==> config.mk <==
export PLATFORM = sky130hd
export DESIGN_NAME = pe_param
export DESIGN_NICKNAME = d
export VERILOG_FILES = /design/src/rtl/pe_param.sv
export SDC_FILE = /design/constraint.sdc
export NUM_CORES = 1
export LEC_CHECK = 0
export BUFFER_PORTS_ARGS = -buffer_cell sky130_fd_sc_hd__buf_2
export CAP_MARGIN = 20
export CORE_MARGIN = 3
export CORE_UTILIZATION = 25
export CTS_CLUSTER_DIAMETER = 50
export DETAILED_ROUTE_END_ITERATION = 6
export PLACE_DENSITY = 0.43
export SYNTH_ARGS = -nofsm -noshare
export SYNTH_HDL_FRONTEND = slang
export SYNTH_SLANG_ARGS = --single-unit
==> constraint.sdc <==
create_clock -name clk -period 12.15 [get_ports clk]
set_clock_uncertainty 0.15 [all_clocks]
set_input_delay 0.6075 -clock clk [delete_from_list [all_inputs] [get_ports clk]]
set_output_delay 0.6075 -clock clk [all_outputs]
set_load 0.02 [all_outputs]
==> src/rtl/pe_param.sv <==
// pe_param: weight-stationary systolic PE with signed fixed-point MAC, shadow/active weights
// and optional multiplier pipelining. Build macro PE_SATURATE_EN clamps overflowing sums.
module pe_param #(
  parameter int DATA_W   = 16,
  parameter int FRAC_W   = 8,
  parameter int MUL_PIPE = 0
) (
  input  logic              clk,
  input  logic              rst,
  input  logic              pe_enabled,
  input  logic              pe_valid_in,
  input  logic [DATA_W-1:0] pe_input_in,
  input  logic [DATA_W-1:0] pe_psum_in,
  input  logic              pe_accept_w_in,
  input  logic [DATA_W-1:0] pe_weight_in,
  input  logic              pe_switch_in,
  input  logic              pe_ovf_clr_in,
  output logic              pe_valid_out,
  output logic [DATA_W-1:0] pe_input_out,
  output logic [DATA_W-1:0] pe_psum_out,
  output logic [DATA_W-1:0] pe_weight_out,
  output logic              pe_accept_w_out,
  output logic              pe_switch_out,
  output logic              pe_ovf_out
);

  localparam int PW = 2*DATA_W + 1;
  localparam logic signed [PW-1:0] RND     = {{(PW-1){1'b0}}, 1'b1} << (FRAC_W-1);
  localparam logic signed [PW-1:0] SUM_MAX = {{(DATA_W+2){1'b0}}, {(DATA_W-1){1'b1}}};
  localparam logic signed [PW-1:0] SUM_MIN = {{(DATA_W+2){1'b1}}, {(DATA_W-1){1'b0}}};

  logic [DATA_W-1:0]          shadow_r;
  logic [DATA_W-1:0]          active_r;
  logic signed [2*DATA_W-1:0] in_x_s;
  logic signed [2*DATA_W-1:0] w_x_s;
  logic signed [2*DATA_W-1:0] prod_s;
  logic signed [PW-1:0]       prodr_s;
  logic                       mac_valid_s;
  logic                       st_valid_s;
  logic [DATA_W-1:0]          st_input_s;
  logic [DATA_W-1:0]          st_psum_s;
  logic signed [PW-1:0]       st_prodr_s;
  logic signed [PW-1:0]       sum_s;
  logic                       ovf_s;
  logic [DATA_W-1:0]          res_s;

  // Weight chain: shadow load, active switch and forwarding to the lower cell
  always_ff @(posedge clk) begin
    if (rst) begin
      shadow_r        <= {DATA_W{1'b0}};
      active_r        <= {DATA_W{1'b0}};
      pe_weight_out   <= {DATA_W{1'b0}};
      pe_accept_w_out <= 1'b0;
      pe_switch_out   <= 1'b0;
    end else begin
      // active takes the pre-edge shadow even when a new weight lands this edge
      if (pe_accept_w_in) shadow_r <= pe_weight_in;
      if (pe_switch_in)   active_r <= shadow_r;
      pe_weight_out   <= pe_weight_in;
      pe_accept_w_out <= pe_accept_w_in;
      pe_switch_out   <= pe_switch_in;
    end
  end

  // Multiply by the current active weight and round half toward +inf
  always_comb begin
    in_x_s      = {{DATA_W{pe_input_in[DATA_W-1]}}, pe_input_in};
    w_x_s       = {{DATA_W{active_r[DATA_W-1]}}, active_r};
    prod_s      = in_x_s * w_x_s;
    prodr_s     = ($signed({prod_s[2*DATA_W-1], prod_s}) + RND) >>> FRAC_W;
    mac_valid_s = pe_valid_in & pe_enabled;
  end

  generate
    if (MUL_PIPE != 0) begin : g_pipe
      logic                 pv_r;
      logic [DATA_W-1:0]    pin_r;
      logic [DATA_W-1:0]    pps_r;
      logic signed [PW-1:0] ppr_r;

      // Multiplier stage register, advances every cycle
      always_ff @(posedge clk) begin
        if (rst) begin
          pv_r  <= 1'b0;
          pin_r <= {DATA_W{1'b0}};
          pps_r <= {DATA_W{1'b0}};
          ppr_r <= {PW{1'b0}};
        end else begin
          pv_r  <= mac_valid_s;
          pin_r <= pe_input_in;
          pps_r <= pe_psum_in;
          ppr_r <= prodr_s;
        end
      end

      assign st_valid_s = pv_r;
      assign st_input_s = pin_r;
      assign st_psum_s  = pps_r;
      assign st_prodr_s = ppr_r;
    end else begin : g_nopipe
      assign st_valid_s = mac_valid_s;
      assign st_input_s = pe_input_in;
      assign st_psum_s  = pe_psum_in;
      assign st_prodr_s = prodr_s;
    end
  endgenerate

  // Accumulate at full width, detect overflow, then wrap or clamp
  always_comb begin
    sum_s = st_prodr_s + $signed({{(DATA_W+1){st_psum_s[DATA_W-1]}}, st_psum_s});
    ovf_s = st_valid_s && ((sum_s > SUM_MAX) || (sum_s < SUM_MIN));
`ifdef PE_SATURATE_EN
    if (ovf_s) begin
      res_s = sum_s[PW-1] ? {1'b1, {(DATA_W-1){1'b0}}} : {1'b0, {(DATA_W-1){1'b1}}};
    end else begin
      res_s = sum_s[DATA_W-1:0];
    end
`else
    res_s = sum_s[DATA_W-1:0];
`endif
  end

  // Data outputs and sticky overflow; a new overflow beats a clear
  always_ff @(posedge clk) begin
    if (rst) begin
      pe_valid_out <= 1'b0;
      pe_input_out <= {DATA_W{1'b0}};
      pe_psum_out  <= {DATA_W{1'b0}};
      pe_ovf_out   <= 1'b0;
    end else begin
      if (st_valid_s) begin
        pe_valid_out <= 1'b1;
        pe_input_out <= st_input_s;
        pe_psum_out  <= res_s;
      end else begin
        pe_valid_out <= 1'b0;
        pe_input_out <= {DATA_W{1'b0}};
        pe_psum_out  <= {DATA_W{1'b0}};
      end
      pe_ovf_out <= ovf_s | (pe_ovf_out & ~pe_ovf_clr_in);
    end
  end

endmodule

==> run_results.csv <==
group,metric,value,unit
sta,grt_setup_unrepaired,"no",
detailed_routing,first_pass_iters,5,
final_layout,area_growth,11.4,%
setup_path,crit_required,12.26,ns
sta,period_minus_slack,9.27,ns
setup_path,setup.worst_path.class,"flip-flop to flip-flop",
detailed_routing,routed_wl,34.0,mm
place,io_buffers,106,
clocking,htreeDepth,3,
sta,setup_viol,0,
sta,drv_slew,0,
yosys,ys.flop_type,"dfxtp_1",
setup_path,crit_path_end_kind,"flip-flop",
yosys,synthCells,1472,
yosys,yosys_warnings,0,
detailed_routing,remaining_drc_errors,0,
power,p_sw,0.612,mW
detailed_routing,drt-initial-drc-count,270,
global_routing,grt_pass1_wl,54.9,mm
yosys,synth_cell_type_count,56,
global_routing,grt_pass1_vias,10300,
min_path,hp-class,"input port to flip-flop",
setup_path,max_stage_delay,0.84,ns
setup_path,cp.depth,31,
yosys,ys_seq_elements,84,
detailed_routing,postRouteAntennaNets,0,
detailed_routing,wl_per_cell,15.2,um
clocking,path_clk_slew,0.07,ns
global_routing,grt_antenna_before_repair,0,
detailed_routing,vias,9580,
sta,max_freq,0.108,GHz
yosys,synth-edff-count,0,
place,hpwlAfterDp,27.9,mm
global_routing,grt-ovfl-total,0,
setup_path,cp_common_cell,"fa_1",
power,p_seq_share,22.0,%
setup_path,critPathBufInv,3,
global_routing,groute.usage.overall,12.4,%
clocking,ctsHoldBuffers,0,
power,p_leak,7.63,nW
yosys,yosysSeqAreaShare,12.5,%
setup_path,cp_top_family,"adder cells",
place,gp_congestion,0.753,
power,combPwrFrac,57.0,%
yosys,synth_fp_nets,1899,
clocking,tritoncts,"built",
clocking,cts_setup_buffers,0,
sta,finalCritPeriodShare,76.3,%
sta,tightest_slew,0.870,ns
final_layout,nFillCells,5721,
setup_path,cp-start-kind,"flip-flop",
min_path,whs_path_depth,2,
outcome,status,"finished clean",
floorplan,die_x,238,um
place,detailedPlace.worstSlack,2.75,ns
sta,setup_slack,2.88,ns
yosys,syn-cell-area,13500,um^2
clocking,clock_sinks,84,
floorplan,die_h,238,um
floorplan,io_pins,107,
floorplan,core,53000,um^2
sta,finalHoldViolations,0,
setup_path,crit_arrival,9.39,ns
power,peakVddDrop,55.8,uV
setup_path,cp_slowest_cell,"dfxtp_1",
final_layout,nets,1970,
floorplan,rows,84,
flow_run,drv_cap,0,
clocking,cts_inserted_buffers,9,
clocking,ctsResizeCount,0,
power,p_int,0.792,mW
yosys,synth_area_per_cell,9.16,um^2
final_layout,drive_gt1_share,8.66,%
power,p_clk_share,21.0,%
clocking,cts-root-buf,"clkbuf_16",
clocking,clock_latency,0.36,ns
yosys,ys_async_sr_fraction,0,%
clocking,cts_buffer_depth,2,
power,swShare,43.6,%
floorplan,die_area,56700,um^2
floorplan,start_util,25.5,%
power,power.density,93.5,nW/um^2
detailed_routing,vias_per_cell,4.28,
global_routing,grt_max_degree,53,
sta,slew_headroom,41.9,%
sta,fin_tns_setup,0,ns
setup_path,reg2reg_depth,31,
setup_path,critPathMaxFanout,17,
-- cells in the mapped netlist (5+ instances only) --
cell,instances,area [um^2]
inv_1,331,1240
fa_1,268,5370
nand2_1,152,571
and2_1,128,801
ha_1,104,1300
nor2_1,85,319
dfxtp_1,84,1680
clkbuf_1,46,173
mux2i_1,32,320
a21oi_1,31,155
xnor2_1,30,263
nor2b_1,27,169
o21ai_0,20,100
xor2_1,19,166
o21a_1,13,97.6
nand2b_1,12,75.1
a21o_1,9,67.6
nand3_1,7,35.0
a211o_1,6,52.6
nand4_1,6,37.5
nor3_1,5,25.0
o211ai_1,5,37.5
-- stage by stage --
step,cell area [um^2],utilization (%),instances,power [mW],hold WS [ns]
after floorplan,13500,-,1472,0.923,0.310
after CTS,15000,28.3,2236,1.44,0.305
final,15000,28.3,2237,1.40,0.324
after detailed placement,14700,27.8,2220,1.13,0.309
after global placement,14700,27.8,2220,1.13,0.314
after global routing,15000,28.3,2236,1.55,0.313
-- layout by cell type (no fill, tap or decap), types with 27 or more instances in the layout --
cell,n
inv_1,331
fa_1,268
nand2_1,152
and2_1,128
buf_2,106
ha_1,104
nor2_1,85
dfxtp_1,84
mux2i_1,32
a21oi_1,31
xnor2_1,30
nor2b_1,27
-- worst reg2reg max path: cells and delay by family (launching register included) --
| family | cells | cell delay, ns |
|---|---|---|
| simple gates | 6 | 1.47 |
| fa+ha+maj | 8 | 3.78 |
| buf+inv | 3 | 0.14 |
| compound gates | 12 | 2.49 |
| xor+xnor | 2 | 0.29 |
| flops | 1 | 0.84 |
-- layout make-up --
class	count	area [um^2]	area share, %
diodes	1	2.50	0.0167
clock buffers	10	239	1.59
inverters	331	1240	8.27
clock inverters	6	68.8	0.458
repair buffers	107	538	3.58
well taps	688	861	5.73
multi-input cells	1010	10400	69.1
flip-flops and latches	84	1680	11.2
-- routing by layer --
metal  global-route usage [%]  vias to the layer above  wire (um)
li1                         -                     4557          -
met1                     14.7                     4919      13800
met2                     24.0                       85      19100
met3                     1.27                       19        672
met4                     2.64                        0        423
met5                        0                        -          0
-- registers in the layout, indices dropped and copies added (netlist names) --
| name | cells |
|---|---|
| pe_switch_out | 1 |
| active_r | 16 |
| pe_ovf_out | 1 |
| pe_input_out | 16 |
| pe_weight_out | 16 |
| shadow_r | 16 |
| pe_accept_w_out | 1 |
| pe_valid_out | 1 |
| pe_psum_out | 16 |
-- cell families (layout without fill, tap and decap cells) --
group | after synthesis | count (layout) | synth area share [%]
and+or+nand+nor | 439 | 439 | 16.0
buffers and inverters | 378 | 454 | 10.5
adders and majority gates | 372 | 372 | 49.4
AOI/OAI and AO/OA | 118 | 118 | 6.01
DFF | 84 | 84 | 12.5
xor gates and xnor gates | 49 | 49 | 3.18
muxes | 32 | 32 | 2.38
other | 0 | 1 | 0
-- power groups by stage --
stage               registers (mW)  clock network (mW)  logic (mW)
finish                       0.308               0.295       0.800
global route                 0.311               0.317       0.917
CTS                          0.309               0.308       0.820
detailed placement           0.316                   0       0.814
global placement             0.315                   0       0.811
floorplan                    0.321                   0       0.602
-- final timing paths --
| check | startpoint | end | slack (ns) |
|---|---|---|---|
| worst max-delay path | active_r[7] | pe_ovf_out | 2.88 |
| worst min-delay path | pe_weight_in[9] | pe_weight_out[9] | 0.32 |
| worst max register to register | active_r[7] | pe_ovf_out | 2.88 |
| worst min register to register | pe_ovf_out | pe_ovf_out | 0.33 |
Note: power is estimated with default switching activity, not from simulation.
